==> config.mk <==
export PLATFORM = sky130hd
export DESIGN_NAME = sram_axi_arbiter
export DESIGN_NICKNAME = d
export VERILOG_FILES = /design/src/rtl/sram_axi_arbiter.sv
export SDC_FILE = /design/constraint.sdc
export NUM_CORES = 1
export LEC_CHECK = 0
export BUFFER_PORTS_ARGS = -buffer_cell sky130_fd_sc_hd__buf_2
export CELL_PAD_IN_SITES_DETAIL_PLACEMENT = 1
export CELL_PAD_IN_SITES_GLOBAL_PLACEMENT = 1
export CORE_AREA = 2 2 123 125
export CTS_CLUSTER_SIZE = 25
export DETAILED_ROUTE_END_ITERATION = 12
export DIE_AREA = 0 0 125 127
export GPL_ROUTABILITY_DRIVEN = 0
export PLACE_DENSITY_LB_ADDON = 0.15
export SLEW_MARGIN = 20
export SYNTH_ARGS = -nofsm -noshare
export SYNTH_HDL_FRONTEND = slang
export SYNTH_SLANG_ARGS = --single-unit
==> constraint.sdc <==
create_clock -name clk -period 2.45 [get_ports clk]
set_clock_uncertainty 0.2 [all_clocks]
set_input_delay 0.3675 -clock clk [delete_from_list [all_inputs] [get_ports clk]]
set_output_delay 0.3675 -clock clk [all_outputs]
set_load 0.05 [all_outputs]
==> src/rtl/sram_axi_arbiter.sv <==
// Arbitrates the CPU instruction and data SRAM-like ports onto one read engine and one write engine.
// A small in-order tag FIFO routes each read response back to the port that issued it.
module sram_axi_arbiter #(
  parameter int RD_DEPTH = 4,
  parameter int RD_PTR_W = 2
) (
  input  logic        clk,
  input  logic        reset,
  input  logic        inst_sram_req,
  input  logic [1:0]  inst_sram_size,
  input  logic [31:0] inst_sram_addr,
  output logic        inst_sram_addr_ok,
  output logic        inst_sram_data_ok,
  output logic [31:0] inst_sram_rdata,
  input  logic        data_sram_req,
  input  logic        data_sram_wr,
  input  logic [1:0]  data_sram_size,
  input  logic [3:0]  data_sram_wstrb,
  input  logic [31:0] data_sram_addr,
  input  logic [31:0] data_sram_wdata,
  output logic        data_sram_addr_ok,
  output logic        data_sram_data_ok,
  output logic [31:0] data_sram_rdata,
  output logic        rd_req,
  output logic [1:0]  rd_size,
  output logic [31:0] rd_addr,
  input  logic        rd_addr_ok,
  input  logic        rd_data_ok,
  input  logic [31:0] rd_rdata,
  output logic        wr_req,
  output logic [1:0]  wr_size,
  output logic [3:0]  wr_wstrb,
  output logic [31:0] wr_addr,
  output logic [31:0] wr_wdata,
  input  logic        wr_addr_ok,
  input  logic        wr_data_ok
);

  logic [RD_DEPTH-1:0] r_tag;
  logic [RD_PTR_W-1:0] r_wptr;
  logic [RD_PTR_W-1:0] r_rptr;
  logic [RD_PTR_W:0]   r_count;
  logic [RD_PTR_W:0]   r_data_rd_cnt;
  logic                r_wr_pending;

  logic w_run;
  logic w_fifo_full;
  logic w_fifo_empty;
  logic w_data_rd_elig;
  logic w_data_wr_elig;
  logic w_inst_elig;
  logic w_inst_win;
  logic w_push;
  logic w_pop;
  logic w_head;
  logic w_push_data;
  logic w_pop_data;
  logic w_wr_done;

  // Count never exceeds RD_DEPTH (a power of two), so its MSB alone marks full.
  assign w_run        = ~reset;
  assign w_fifo_full  = r_count[RD_PTR_W];
  assign w_fifo_empty = (r_count == {(RD_PTR_W+1){1'b0}});

  assign w_data_rd_elig = w_run & data_sram_req & ~data_sram_wr & ~r_wr_pending & ~w_fifo_full;
  assign w_data_wr_elig = w_run & data_sram_req & data_sram_wr & ~r_wr_pending &
                          (r_data_rd_cnt == {(RD_PTR_W+1){1'b0}});
  assign w_inst_elig    = w_run & inst_sram_req & ~w_fifo_full;
  assign w_inst_win     = w_inst_elig & ~w_data_rd_elig;

  assign rd_req = w_data_rd_elig | w_inst_elig;

  // Data port has fixed priority over the instruction port on the read engine.
  always_comb begin
    rd_size = inst_sram_size;
    rd_addr = inst_sram_addr;
    if (w_data_rd_elig) begin
      rd_size = data_sram_size;
      rd_addr = data_sram_addr;
    end else begin
      rd_size = inst_sram_size;
      rd_addr = inst_sram_addr;
    end
  end

  assign wr_req   = w_data_wr_elig;
  assign wr_size  = data_sram_size;
  assign wr_wstrb = data_sram_wstrb;
  assign wr_addr  = data_sram_addr;
  assign wr_wdata = data_sram_wdata;

  assign w_push      = rd_req & rd_addr_ok;
  assign w_pop       = w_run & rd_data_ok & ~w_fifo_empty;
  assign w_head      = r_tag[r_rptr];
  assign w_push_data = w_push & w_data_rd_elig;
  assign w_pop_data  = w_pop & w_head;
  assign w_wr_done   = w_run & wr_data_ok & r_wr_pending;

  assign data_sram_addr_ok = (w_data_rd_elig & rd_addr_ok) | (w_data_wr_elig & wr_addr_ok);
  assign inst_sram_addr_ok = w_inst_win & rd_addr_ok;
  assign inst_sram_data_ok = w_pop & ~w_head;
  assign data_sram_data_ok = w_pop_data | w_wr_done;
  assign inst_sram_rdata   = rd_rdata;
  assign data_sram_rdata   = rd_rdata;

  // Tag FIFO storage and pointers.
  always_ff @(posedge clk or posedge reset) begin
    if (reset) begin
      r_tag  <= {RD_DEPTH{1'b0}};
      r_wptr <= {RD_PTR_W{1'b0}};
      r_rptr <= {RD_PTR_W{1'b0}};
    end else begin
      if (w_push) begin
        r_tag[r_wptr] <= w_data_rd_elig;
        r_wptr        <= r_wptr + {{(RD_PTR_W-1){1'b0}}, 1'b1};
      end
      if (w_pop) begin
        r_rptr <= r_rptr + {{(RD_PTR_W-1){1'b0}}, 1'b1};
      end
    end
  end

  // Occupancy of the tag FIFO; simultaneous push and pop leave it unchanged.
  always_ff @(posedge clk or posedge reset) begin
    if (reset) begin
      r_count <= {(RD_PTR_W+1){1'b0}};
    end else begin
      case ({w_push, w_pop})
        2'b10:   r_count <= r_count + {{RD_PTR_W{1'b0}}, 1'b1};
        2'b01:   r_count <= r_count - {{RD_PTR_W{1'b0}}, 1'b1};
        default: r_count <= r_count;
      endcase
    end
  end

  // Outstanding data-port reads; a data write waits until this drains to zero.
  always_ff @(posedge clk or posedge reset) begin
    if (reset) begin
      r_data_rd_cnt <= {(RD_PTR_W+1){1'b0}};
    end else begin
      case ({w_push_data, w_pop_data})
        2'b10:   r_data_rd_cnt <= r_data_rd_cnt + {{RD_PTR_W{1'b0}}, 1'b1};
        2'b01:   r_data_rd_cnt <= r_data_rd_cnt - {{RD_PTR_W{1'b0}}, 1'b1};
        default: r_data_rd_cnt <= r_data_rd_cnt;
      endcase
    end
  end

  // Single outstanding write; acceptance requires no pending write, so set and clear never collide.
  always_ff @(posedge clk or posedge reset) begin
    if (reset) begin
      r_wr_pending <= 1'b0;
    end else if (wr_req & wr_addr_ok) begin
      r_wr_pending <= 1'b1;
    end else if (w_wr_done) begin
      r_wr_pending <= 1'b0;
    end else begin
      r_wr_pending <= r_wr_pending;
    end
  end

endmodule

==> results of run 1 <==
-- placed cells by master (no fill, tap or decap), types with 5 or more instances in the layout --
master,instances
buf_2,134
mux2_2,31
buf_4,18
dfrtp_1,15
o21ai_0,8
nand2_1,7
inv_1,6
xor2_1,5
mux2_4,5
ha_1,5
-- critical path, stage by stage (launching register included) --
cell and delay [ns]:
dfrtp_1 0.38, buf_4 0.15, nor2_2 0.12, buf_4 0.12, nand2_2 0.09, buf_12 0.19
mux2_4 0.30, buf_4 0.19
-- power breakdown --
group          switching (mW)  leakage, nW  internal [mW]
Combinational           0.671         1.07          0.452
Sequential              0.100        0.185          0.364
Clock                   0.106       0.0382          0.221
-- registers in the layout, summed over array words and instances (netlist names) --
signal / cells
r_tag: 4
r_count: 3
r_data_rd_cnt: 3
r_rptr: 2
r_wptr: 2
r_wr_pending: 1
-- synth_stat cells, drive strengths merged --
library cell,n,area share
and2,2,0.0054
clkbuf,2,0.0033
o21ai,8,0.017
dfrtp,15,0.16
ha,6,0.033
nor2b,1,0.0027
nor2,3,0.0049
xnor2,4,0.015
fa,2,0.017
or3,1,0.0027
nand4bb,1,0.0049
nor3b,2,0.0087
and3,1,0.0027
xor2,5,0.019
nand2,8,0.013
or3b,1,0.0038
a32o,1,0.0044
mux2,36,0.18
mux2i,1,0.0044
mux4,1,0.0098
o211ai,1,0.0033
inv,6,0.0098
a22o,2,0.0076
buf,138,0.45
nor4,1,0.0027
and4,1,0.0038
-- logic make-up (layout without fill, tap and decap cells) --
| family | count (synthesis) | in the layout | synth area share |
|---|---|---|---|
| mux | 38 | 38 | 0.199 |
| simple gates | 22 | 22 | 0.0556 |
| xor+xnor | 9 | 9 | 0.0343 |
| compound gates | 12 | 12 | 0.0327 |
| flops | 15 | 15 | 0.163 |
| buf+inv | 146 | 170 | 0.465 |
| fa+ha+maj | 8 | 8 | 0.0501 |
-- layout make-up --
type                    count  area share
inverters                   6     0.00897
well taps                 184      0.0917
clock buffers               4      0.0314
repair buffers            160       0.366
multi-input cells          89       0.352
flip-flops and latches     15       0.150
-- metal layers --
| metal | up-vias | wire length, microns |
|---|---|---|
| met1 | 743 | 2590 |
| met2 | 96 | 3570 |
| met4 | 0 | 129 |
| met5 | - | 0 |
| li1 | 732 | - |
| met3 | 18 | 616 |
-- worst paths after layout --
kind	start	endpoint	cells after the start
setup / recovery	r_count[2]$_DFFE_PP0P_	rd_addr[22]	7
hold / removal	reset	r_wr_pending$_DFFE_PP0P_	3
setup reg to reg	r_count[2]$_DFFE_PP0P_	r_data_rd_cnt[2]$_DFFE_PP0P_	8
hold reg to reg	r_data_rd_cnt[2]$_DFFE_PP0P_	r_data_rd_cnt[2]$_DFFE_PP0P_	1
max in group asynchronous	reset	r_rptr[1]$_DFFE_PP0P_	3
min in group clk	wr_addr_ok	r_wr_pending$_DFFE_PP0P_	2
-- repair_timing --
item                       CTS  global route
pin swaps                    0             3
gates resized for setup      1            37
setup buffers                0             1
setup endpoints to repair    1            35
==> results.toml, run 1 <==
[placed_design]
dp.cells = 453
dp_slack_ns = 0.0346
dpl_cell_area_sq_um = 2350
dp_hpwl_microns = 6120
portBuffers = 150

[synth]
ys_warn_count = 0
synthCells = 250
avgSynthCellArea_sq_um = 9.19
synth_seq_area_share = 0.163
yosys_register_bits = 15
synth_cell_types = 30
synth_fp_nets = 403
synth_area_sq_um = 2300

[clock_network]
hold_buffers = 0
cts_tree = "done"
clockBufferDepth = 2
cts_buffers = 3
htree_levels = 1
path_clk_slew_ns = 0.05
clk_latency_ns = 0.25
clock_sinks = 15
cts-root-buf = "clkbuf_16"

[timing]
relSlewSlack = 0.798
drv_slew = 0
fin_setup_tns_ns = 0
fin_ws_ns = 0.0868
fin_crit_sh = 0.965
whs_ns = 0.0211
worst_pin_slew_ns = 0.301
layout_min_cycle_time_ns = 2.36
finalHoldViolCount = 0
final-setup-viol-count = 0
max_clock_freq_ghz = 0.423
rsz0062_at_grt = "false"

[power]
leakage_nw = 1.29
finalPower_mw = 1.91
p_per_area_nw_per_um2 = 762
irDropWorstVdd_mv = 0.289

[global_routing]
use_met3 = 0.0268
use_met2 = 0.142
grt_overflow_total = 0
grt_util_all_layers = 0.0801
use_met1 = 0.0914
grt_max_degree = 22
antenna_found_initial = 0
grt_pass1_wl_microns = 10100
gr-max-usage-layer = "met2"
first_global_vias = 1732

[floorplanning]
initial_core_util = 0.159
die_w_microns = 125
die_y_microns = 127
ios = 319
num_rows = 44
die_area_sq_um = 15900
core-area_sq_um = 14400

[routing]
routed_wl_microns = 6900
drt-initial-drc-count = 14
vias = 1589
viasPerCell = 3.47
drc = 0
wire_per_inst_microns = 15.1
firstDrtPassIters = 4
antenna_left = 0

[setup_path]
critPathKind = "flop to primary output"
cp-end-kind = "primary output"
worstPathMaxFanout = 18
cp.required_ns = 1.88
crit_arrival_ns = 1.80
rrSetupSlack_ns = 0.15
cp-start-kind = "flop"

[cells_and_area]
seqCellArea_sq_um = 375
final_cells = 458
diodes = 0
multi_input_area_sq_um = 885
syn_to_final_growth_pct = 9.26
fillerInstances = 1763
fin_area_sq_um = 2510
layout-drive-gt1-share = 0.766
final_nets = 428
final_util = 0.174

[min_path]
hp-class = "input pin to async pin"

[outcome]
status = "finished clean"

[flow_run]
cap_violations = 0
(Power assumes the default switching activity.)
==> run 2: changes to the inputs <==
Settings changed: GPL_TIMING_DRIVEN set to 0.
==> run 2 against run 1 <==
Sequential cell count unchanged. Sequential share of layout area shrank 5.6 points. Cell area grew 60%. Maximum frequency shrank 0.54%. Count of clock-buffer cells in the layout stayed put. Critical path depth up 1. Hold slack better by 0.0080 ns. Utilization increased by 10 points. Critical endpoint is now r_data_rd_cnt[2]$_DFFE_PP0P_. Highest routed layer unchanged.
==> results.toml, run 2 (same netlist as run 1, synthesis figures left out) <==
[outcome]
status = "finished clean"

[power]
irDropWorstVdd_mv = 0.204
finalPower_mw = 2.46
leakage_nw = 2.32
p_per_area_nw_per_um2 = 614

[global_routing]
grt_max_degree = 19
grt_pass1_wl_microns = 14600
grt_util_all_layers = 0.115
grt_overflow_total = 0
first_global_vias = 2713
antenna_found_initial = 0

[floorplanning]
initial_core_util = 0.159
core-area_sq_um = 14400
num_rows = 44
die_y_microns = 127
die_w_microns = 125
die_area_sq_um = 15900
ios = 319

[timing]
max_clock_freq_ghz = 0.421
drv_slew = 0
fin_crit_sh = 0.970
relSlewSlack = 0.739
finalHoldViolCount = 0
final-setup-viol-count = 0
layout_min_cycle_time_ns = 2.38
rsz0062_at_grt = "true"
worst_pin_slew_ns = 0.392
fin_setup_tns_ns = 0

[placed_design]
portBuffers = 249
dpl_cell_area_sq_um = 3780
dp.cells = 683
dp_hpwl_microns = 9140

[cells_and_area]
final_cell_mix = "buf_2 (242), buf_4 (143), mux2_2 (31)"
fin_area_sq_um = 4010
final_util = 0.278
reg_top3 = "r_tag x4, r_count x3, r_data_rd_cnt x3"
layout-drive-gt1-share = 0.877
syn_to_final_growth_pct = 74.6
final_cells = 695
top_register = "r_tag"
largest_register_ffs = 4
diodes = 0
final_common_cell = "buf_2"
final_nets = 665

[routing]
vias = 2506
routed_wl_microns = 10000
drc = 0
viasPerCell = 3.61
firstDrtPassIters = 4
wire_per_inst_microns = 14.4
drt-initial-drc-count = 32
antenna_left = 0

[setup_path]
cp.required_ns = 2.37
critPathKind = "flop to flop"
cpMaxStageDelayCell = "dfrtp_2"
cpPeakStageDelay_ns = 0.44
path_cells = "or3_4 -> and3_4 -> and2_1 -> ha_2 -> fa_2 -> xnor2_1 -> nor2_1 -> xor2_1"
cp-start-kind = "flop"
cp-end-kind = "flop"
crit_arrival_ns = 2.30
worstPathMaxFanout = 5

[clock_network]
clock_sinks = 15
cts_tree = "done"
path_clk_slew_ns = 0.05
clk_latency_ns = 0.24
htree_levels = 1
cts-root-buf = "clkbuf_16"
cts_buffers = 3
clockBufferDepth = 2

[min_path]
hp-class = "input pin to async pin"

[flow_run]
cap_violations = 0
## run 2: stage by stage
step                      worst slack [ns]  hold slack, ns
final                               0.0741          0.0291
after global routing               -0.0396          0.0575
after CTS                           0.0110          0.0428
after detailed placement            -0.511           0.284
after global placement              -0.480           0.276
after floorplan                     -0.183          0.0959
## run 2: power by group
group	switching (mW)	total (mW)	internal, mW
clock network	0.0975	0.318	0.220
logic	1.04	1.67	0.623
registers	0.114	0.480	0.366
total	1.25	2.46	1.21
## run 2: per-layer routing
metal / share of wire / track usage / wire, microns
met1: 0.32 / 0.114 / 3240
met2: 0.60 / 0.246 / 5990
met3: 0.075 / 0.0247 / 747
met4: 0.0034 / 0.0137 / 34
met5: 0 / 0 / 0
## run 2: area by class of cell
class / count / area [sq um]
fill: 1781 / 10400
timing repair buffer: 258 / 1370
buffer: 139 / 1050
multi-input combinational: 89 / 885
sequential: 15 / 377
tap: 184 / 230
clock buffer: 4 / 78.8
inverter: 6 / 26.3
## run 2: critical path: cells and delay by family (launching register included)
kind	cells	cell delay, ns
fa+ha+maj	2	0.53
flops	1	0.44
simple gates	4	0.77
xor+xnor	2	0.32
## run 2: what timing repair did
item / CTS / global route
setup buffers: 5 / 4
pin swaps: 4 / 5
gates resized for setup: 10 / 15
hold endpoints to repair: 0 / 0
hold buffers: 0 / 0
setup endpoints to repair: 31 / 14
## run 2: final timing paths
check | from | endpoint | slack, ns | cells past startpoint
setup / recovery | r_count[2]$_DFFE_PP0P_ | r_data_rd_cnt[2]$_DFFE_PP0P_ | 0.07 | 8
hold / removal | reset | r_wptr[1]$_DFFE_PP0P_ | 0.03 | 3
setup reg to reg | r_count[2]$_DFFE_PP0P_ | r_data_rd_cnt[2]$_DFFE_PP0P_ | 0.07 | 8
hold reg to reg | r_data_rd_cnt[2]$_DFFE_PP0P_ | r_data_rd_cnt[2]$_DFFE_PP0P_ | 0.30 | 1
max in group asynchronous | reset | r_count[2]$_DFFE_PP0P_ | 1.81 | 3
min in group clk | wr_addr_ok | r_wr_pending$_DFFE_PP0P_ | 0.17 | 2
